$ cat src/rtl/serial_adder.sv
// Bit-serial unsigned adder: one full-adder cell plus a carry flop, LSB first,
// with a start/busy/done handshake. {carry_out, sum} = operand_a + operand_b.
module serial_adder #(
    parameter int WIDTH = 6
) (
    input  logic             clk,
    input  logic             reset,
    input  logic             start,
    input  logic [WIDTH-1:0] operand_a,
    input  logic [WIDTH-1:0] operand_b,
    output logic [WIDTH-1:0] sum,
    output logic             carry_out,
    output logic             busy,
    output logic             done
);

    localparam int CW = (WIDTH > 2) ? $clog2(WIDTH) : 1;

    typedef enum logic [1:0] {
        IDLE  = 2'b00,
        SHIFT = 2'b01,
        DONE  = 2'b10
    } state_t;

    state_t state, state_next;

    logic [WIDTH-1:0] sh_a;
    logic [WIDTH-1:0] sh_b;
    logic [WIDTH-1:0] acc;
    logic [WIDTH-1:0] acc_next;
    logic             carry;
    logic [CW-1:0]    count;
    logic             bit_sum;
    logic             bit_carry;
    logic             last_bit;

    function automatic logic majority(input logic x, input logic y, input logic z);
        return (x & y) | (x & z) | (y & z);
    endfunction

    function automatic logic parity3(input logic x, input logic y, input logic z);
        return x ^ y ^ z;
    endfunction

    always_comb begin
        bit_sum   = parity3(sh_a[0], sh_b[0], carry);
        bit_carry = majority(sh_a[0], sh_b[0], carry);
        acc_next  = {bit_sum, acc[WIDTH-1:1]};
        last_bit  = (count == CW'(WIDTH - 1));
    end

    always_ff @(posedge clk or posedge reset) begin
        if (reset) begin
            state <= IDLE;
        end else begin
            state <= state_next;
        end
    end

    always_comb begin
        state_next = state;
        busy       = 1'b0;
        done       = 1'b0;
        case (state)
            IDLE: begin
                if (start) begin
                    state_next = SHIFT;
                end
            end
            SHIFT: begin
                busy = 1'b1;
                if (last_bit) begin
                    state_next = DONE;
                end
            end
            DONE: begin
                done       = 1'b1;
                state_next = IDLE;
            end
            default: begin
                state_next = IDLE;
            end
        endcase
    end

    // Result registers only move on the edge that enters DONE, so sum and
    // carry_out hold the previous answer for the whole SHIFT phase.
    always_ff @(posedge clk or posedge reset) begin
        if (reset) begin
            sh_a      <= '0;
            sh_b      <= '0;
            acc       <= '0;
            carry     <= 1'b0;
            count     <= '0;
            sum       <= '0;
            carry_out <= 1'b0;
        end else begin
            case (state)
                IDLE: begin
                    if (start) begin
                        sh_a  <= operand_a;
                        sh_b  <= operand_b;
                        acc   <= '0;
                        carry <= 1'b0;
                        count <= '0;
                    end
                end
                SHIFT: begin
                    sh_a  <= {1'b0, sh_a[WIDTH-1:1]};
                    sh_b  <= {1'b0, sh_b[WIDTH-1:1]};
                    acc   <= acc_next;
                    carry <= bit_carry;
                    count <= count + CW'(1);
                    if (last_bit) begin
                        sum       <= acc_next;
                        carry_out <= bit_carry;
                    end
                end
                default: begin
                end
            endcase
        end
    end

endmodule
$ cat config.mk
export PLATFORM = sky130hd
export DESIGN_NAME = serial_adder
export DESIGN_NICKNAME = d
export VERILOG_FILES = /design/src/rtl/serial_adder.sv
export SDC_FILE = /design/constraint.sdc
export NUM_CORES = 1
export LEC_CHECK = 0
export ABC_AREA = 1
export ABC_CLOCK_PERIOD_IN_PS = 1350
export CAP_MARGIN = 5
export CORE_AREA = 2 2 56 58
export DETAILED_ROUTE_END_ITERATION = 7
export DIE_AREA = 0 0 58 60
export PLACE_DENSITY = 0.75
export SYNTH_ARGS = -nofsm -noshare
export SYNTH_HDL_FRONTEND = slang
export SYNTH_SLANG_ARGS = --single-unit
$ cat constraint.sdc
create_clock -name clk -period 1.35 [get_ports clk]
set_clock_uncertainty 0.1 [all_clocks]
set_input_delay 0.2025 -clock clk [delete_from_list [all_inputs] [get_ports clk]]
set_output_delay 0.2025 -clock clk [all_outputs]
set_load 0.005 [all_outputs]
==> results.tsv, run 1 <==
metric	value	unit
status	finished, violations left	
violations	setup timing	
grt_use_met2	33.3	%
finalSetupViolCount	2	
grt_usage	20.1	%
cts.path.max_buffers	2	
clk_latency	0.33	ns
critPathCapture	busy	
seq_area_frac_synth	53.2	%
routed_via_density	4.94	
io_buffers	23	
tightestPinTransition	0.197	ns
r2r_end	sum[5]	
routed_wl	3.00	mm
n_antenna_cell	0	
dp_hpwl	2.11	mm
slew_viol_final	0	
fp-row-count	20	
area_growth	35.6	%
maxSlewHeadroom	86.9	%
die-area	3480	sq um
placed_cells	234	
register_area	751	sq um
nNetsFinal	233	
reg2reg_slack	-0.03	ns
fmaxAchievable	0.697	GHz
cp_cell_sequence	buf_6, nor2_4, buf_2	
worst-path-buf-inv	2	
grt_pass1_wl	5.16	mm
hold_path.class	input port to asynchronous set/reset pin	
maxCapViolCount	0	
dr.pass1.iters	4	
vias	1229	
min_period_over_period	106	%
ioPinCount	24	
met1_usage	24.4	%
holdWs	0.0961	ns
netlist_area	1410	sq um
setup_slack	-0.0850	ns
grt_max_degree	31	
initial_core_util	48.6	%
antenna_found_initial	0	
yosysWarnings	0	
n_fill_cell	252	
core_area	2900	sq um
fin_total_pwr	4.14	mW
tns	-0.111	ns
critical_path_required	1.05	ns
layout-drive-gt1-share	21.3	%
syn_area_per_cell	8.34	sq um
layout_min_cycle_time	1.44	ns
critPathMaxFanout	2	
crit_cells	3	
drtIter0Drc	64	
synth_cells	169	
cts.hold.buffers_added	0	
multi_input_area	528	sq um
p_leak	1.02	nW
crit_slowest_cell	dfrtp_1	
cts_sinks	30	
die_height	60	microns
grt-busiest-layer	met2	
critPathMaxStageDelay	0.41	ns
post_drt_wl_per_cell	12.1	microns
path_delay_family	flip-flops	
place_congestion	0.834	
clk_pin_slew_worst_paths	0.10	ns
startpoint_type	register	
first_global_vias	1215	
path_class	register to primary output	
synth-seq-cells	30	
critPathCaptureType	primary output	
synth_cell_types	19	
final_cell_count_no_fill	249	
crit_arrival	1.13	ns
grt_overflow	0	
reg2reg_depth	7	
numCtsBuffers	5	
r2r_start	state[1]	
syn_nets	187	
htreeDepth	2	
ant_nets	0	
drc	0	
p_per_area	2170	nW/um^2
grtUsageMet3	6.28	%
rsz0062_at_grt	yes	
fp.dieW	58	microns
ctsRootBufferMaster	clkbuf_4	
irDropWorstVdd	1.22	mV
hold_viol_final	0	
tritoncts	built	
critPathLaunch	state[1]	
==> cell usage after synthesis, drive strengths merged <==
library cell	n	area share (%)
a21oi	1	0.35
buf	4	1.9
clkbuf	2	0.53
dfrtp	30	53
fa	1	1.4
ha	2	1.8
inv	32	8.5
nand2	54	15
nand3	20	7.1
nand4	1	0.44
nor2	4	1.6
o21ai	17	7.6
o22ai	1	0.44
==> logic make-up (layout without fill, tap and decap cells) <==
family / after synthesis / count (layout) / share of synthesized area (%)
adders and majority gates: 3 / 3 / 3.19
DFF: 30 / 30 / 53.2
AOI/OAI and AO/OA: 19 / 19 / 8.43
and+or+nand+nor: 79 / 79 / 24.2
buffers and inverters: 38 / 85 / 10.9
==> through the flow <==
step | utilization, % | setup WS [ns] | cell area [sq um]
final | 65.9 | -0.0850 | 1910
after global routing | 65.9 | -0.137 | 1910
after CTS | 64.2 | -0.0790 | 1860
after detailed placement | 61.1 | -0.0305 | 1770
after global placement | 61.1 | -0.00335 | 1770
after floorplan | - | 0.124 | 1410
==> area by class of cell <==
cell class,count,area share [%]
sequential,30,39.3
timing repair buffer,45,21.3
clock buffer,6,2.68
multi-input combinational,101,27.6
tap,33,2.16
clock inverter,2,0.654
inverter,32,6.28
==> power breakdown <==
part           internal, mW  switching (mW)  leakage, nW
Clock                 0.250           0.332       0.0343
Combinational         0.954            1.10        0.612
Sequential             1.30           0.211        0.378
Total                  2.50            1.64         1.02
==> worst min-delay path, delay by kind of cell <==
family   cells  cell delay (ns)
buf+inv      3             0.69
==> flip-flops by register name (all words and copies together), names as in the netlist <==
| name | cells |
|---|---|
| carry_out | 1 |
| sum | 6 |
| count | 3 |
| acc | 5 |
| carry | 1 |
| sh_b | 6 |
| sh_a | 6 |
| state | 2 |
==> repair_timing <==
| action | CTS | global route |
|---|---|---|
| endpoints found under the setup margin | 9 | 28 |
| setup buffers | 4 | 3 |
| resized for setup | 21 | 9 |
| pin swaps | 2 | 1 |
==> cell usage in the layout (no fill, tap or decap) <==
cell type        Yosys  final
a21oi_1              1      1
buf_12               0      1
buf_2                3      2
buf_4                0     16
buf_6                1      5
clkbuf_4             0      5
clkbuf_8             0      1
clkdlybuf4s50_1      0     14
clkinv_2             0      1
clkinvlp_4           0      1
dfrtp_1             30     30
dlygate4sd2_1        0      7
fa_1                 1      1
ha_1                 2      2
inv_1               31     30
inv_2                1      2
nand2_1             52     51
nand2_2              1      1
nand2_4              1      1
nand2_8              0      1
nand3_1             20     20
nand4_1              1      1
nor2_1               3      2
nor2_2               0      1
nor2_4               1      1
o21ai_0             11      7
o21ai_1              0      3
o21ai_2              6      7
o22ai_1              1      1
==> routing by layer <==
layer | share of wire (%) | up-vias | wire length [microns]
li1 | - | 611 | -
met1 | 43 | 567 | 1290
met2 | 50 | 44 | 1490
met3 | 5.7 | 7 | 170
met4 | 1.6 | 0 | 47
met5 | 0 | - | 0
==> how the worst min path moves through the flow <==
stage / endpoint / slack [ns]
after floorplan: acc[1] / 0.19
after global placement: sh_b[3] / 0.36
after detailed placement: sh_a[3] / 0.37
after CTS: acc[2] / 0.1
after global routing: acc[4] / 0.1
final: sum[0] / 0.1
Note: power is estimated with default switching activity, not from simulation.
==> inputs of run 2 (changes only) <==
Settings changed: ABC_AREA 1 to 0, CORE_AREA 2 2 56 58 to 2 2 55 57, DIE_AREA 0 0 58 60 to 0 0 57 59, GPL_TIMING_DRIVEN from default to 0.
==> results.tsv, run 2 <==
metric	value	unit	change
async_flop_share	100	%	unchanged
critPathCaptureType	register		
numCtsBuffers	5		unchanged
syn_area_per_cell	12.2	sq um	+46%
dpl-instance-area	1610	sq um	-9.0%
synth_top_area_share	56.0	%	+2.8 points
layout-drive-gt1-share	45.6	%	+24 points
antenna_found_initial	0		unchanged
synth.most_common_cell	dfrtp_1		
crit_arrival	1.80	ns	+0.67 ns
ant_nets	0		unchanged
finalSetupViolCount	32		+30
ioPinCount	24		unchanged
cts_sinks	30		unchanged
r2r_end	sh_b[0]		
hold_viol_final	0		unchanged
seq_area_frac_synth	56.0	%	+2.8 points
synth_edf_count	0		unchanged
violations	setup timing		
drtIter0Drc	27		-58%
core_area	2710	sq um	-6.6%
r2r_start	state[1]		
ctsRootBufferMaster	clkbuf_4		
routed_via_density	5.77		+17%
p_leak	0.988	nW	-3.6%
multi_input_area	691	sq um	+31%
dr.pass1.iters	4		unchanged
final_area	2170	sq um	+13%
synth-xor-area-share	0	%	unchanged
path_class	register to register		
synth_mux_area_share	6.63	%	+6.6 points
final_common_cell	dfrtp_1		
n_fill_cell	150		-40%
initial_core_util	49.4	%	+0.87 points
synth_top_cell_by_area	dfrtp_1		
ys_top_cells_by_count	dfrtp_1, a22o_1, nor3b_1		
tightestPinTransition	0.647	ns	+0.450 ns
post_drt_wl_per_cell	18.4	microns	+53%
status	finished, violations left		
htreeDepth	2		unchanged
fp.dieW	57	microns	-1.7%
fmaxAchievable	0.602	GHz	-14%
fp-row-count	19		-5.0%
synth-seq-cells	30		unchanged
reg2reg_slack	-0.31	ns	-0.28 ns
reg2reg_depth	7		unchanged
first_global_vias	1110		-8.6%
ys.flop_type	dfrtp_1		
crit_slowest_cell	dfrtp_1		
nNetsFinal	188		-19%
path_delay_family	buffers and inverters		
cts.hold.buffers_added	0		unchanged
ys_top_cells_by_area	dfrtp_1, a22o_1, mux2_2, nor3b_1, nor4b_1		
clk_pin_slew_worst_paths	0.12	ns	+0.02 ns
synth_adder_area_share	3.36	%	+0.17 points
synth_cell_types	29		+10
fin_total_pwr	4.75	mW	+15%
synth_cells	110		-35%
grt_pass1_wl	5.22	mm	+1.1%
irDropWorstVdd	1.66	mV	+36%
die_height	59	microns	-1.7%
critPathMaxFanout	5		+3
critPathMaxStageDelay	0.42	ns	about the same
vias	1166		-5.1%
grt_usage	21.0	%	+0.97 points
routed_wl	3.72	mm	+24%
place_congestion	0.803		-3.7%
tritoncts	built		
yosysWarnings	0		unchanged
syn_nets	128		-32%
critPathMostFrequentCell	buf_6		
maxSlewHeadroom	56.8	%	-30 points
netlist_area	1340	sq um	-5.0%
clk_latency	0.34	ns	about the same
synth_top_family_by_area	compound AO/OA/AOI/OAI gates		
holdWs	0.177	ns	+0.0811 ns
n_antenna_cell	0		unchanged
register_area	752	sq um	+0.17%
setup_slack	-0.310	ns	-0.225 ns
die-area	3360	sq um	-3.4%
area_growth	61.7	%	
hold_path.class	input port to asynchronous set/reset pin		
critPathLaunch	state[1]		
slew_viol_final	0		unchanged
grt_max_degree	31		unchanged
final_cell_mix	dfrtp_1, buf_4, buf_6, clkdlybuf4s50_1, a22o_1		
crit_cells	7		+4
io_buffers	23		unchanged
min_period_over_period	123	%	+17 points
critical_path_required	1.49	ns	+0.44 ns
rsz0062_at_grt	yes		
synth-compound-area-share	15.1	%	+6.7 points
cp_cell_sequence	buf_6, buf_6, buf_4, buf_8, o21ba_4, nor2_1, nor3_1		
grt_overflow	0		unchanged
worst-path-buf-inv	4		+2
yosys.area_share.simple	14.8	%	-9.5 points
cts.path.max_buffers	2		unchanged
final_util	80.0	%	+14 points
reg_top3	sh_a: 6 flops, sh_b: 6 flops, sum: 6 flops		
p_per_area	2190	nW/um^2	+1.0%
startpoint_type	register		
layout_min_cycle_time	1.66	ns	+0.225 ns
drc	0		unchanged
place_ws	-0.425	ns	-0.394 ns
dp_hpwl	1.80	mm	-15%
maxCapViolCount	0		unchanged
[run 2: cell count changes after synthesis, sizes merged, moves of 3 or more]
cell	previous run	this run
nand2	54	3
inv	32	6
nand3	20	1
o21ai	17	1
a22o	0	9
nor3b	0	8
mux2	0	7
a21oi	1	5
nor3	0	4
a211oi	0	3
nand2b	0	3
nor4b	0	3
o22a	0	3
[run 2: how the worst max path moves through the flow]
stage                         end  slack, ns
final                     sh_b[0]      -0.31
after global routing      sh_b[0]      -0.38
after CTS                    done      -0.27
after detailed placement     done      -0.42
after global placement       done      -0.42
after floorplan            sum[5]       0.01
[run 2: kinds of logic after synthesis]
group                      count (synthesis)
buffers and inverters                     13
AOI/OAI and AO/OA                         27
and+or+nand+nor                           29
DFF                                       30
adders and majority gates                  3
muxes                                      8
[run 2: timing repair]
item | CTS | global route
pin swaps | 5 | 8
setup endpoints to repair | 30 | 32
resized for setup | 53 | 22
gates cloned | 1 | 1
setup buffers | 19 | 11
[run 2: per-layer routing]
metal  GRT usage [%]  share of wire (%)
met1            23.6                 39
met4            7.97                1.7
met3            6.55                5.0
met5               0                  0
met2            37.6                 54
[run 2: final cells by class]
| class | instances | area share, % |
|---|---|---|
| clock inverter | 2 | 0.577 |
| clock buffer | 6 | 2.37 |
| timing repair buffer | 53 | 24.1 |
| buffer | 6 | 2.66 |
| inverter | 7 | 1.96 |
| tap | 31 | 1.79 |
| multi-input combinational | 67 | 31.9 |
| sequential | 30 | 34.7 |
[run 2: where the power goes]
group	internal (mW)	leakage [nW]	total, mW	switching [mW]
Combinational	1.51	0.581	2.57	1.06
Clock	0.250	0.0343	0.586	0.336
Sequential	1.30	0.373	1.59	0.290
Total	3.06	0.988	4.75	1.69
[run 2: through the flow]
stage / std cells / TNS, ns
after floorplan: 110 / 0
after global placement: 164 / -16.29
after detailed placement: 164 / -16.64
after CTS: 192 / -3.12
after global routing: 202 / -6.77
final: 202 / -5.80
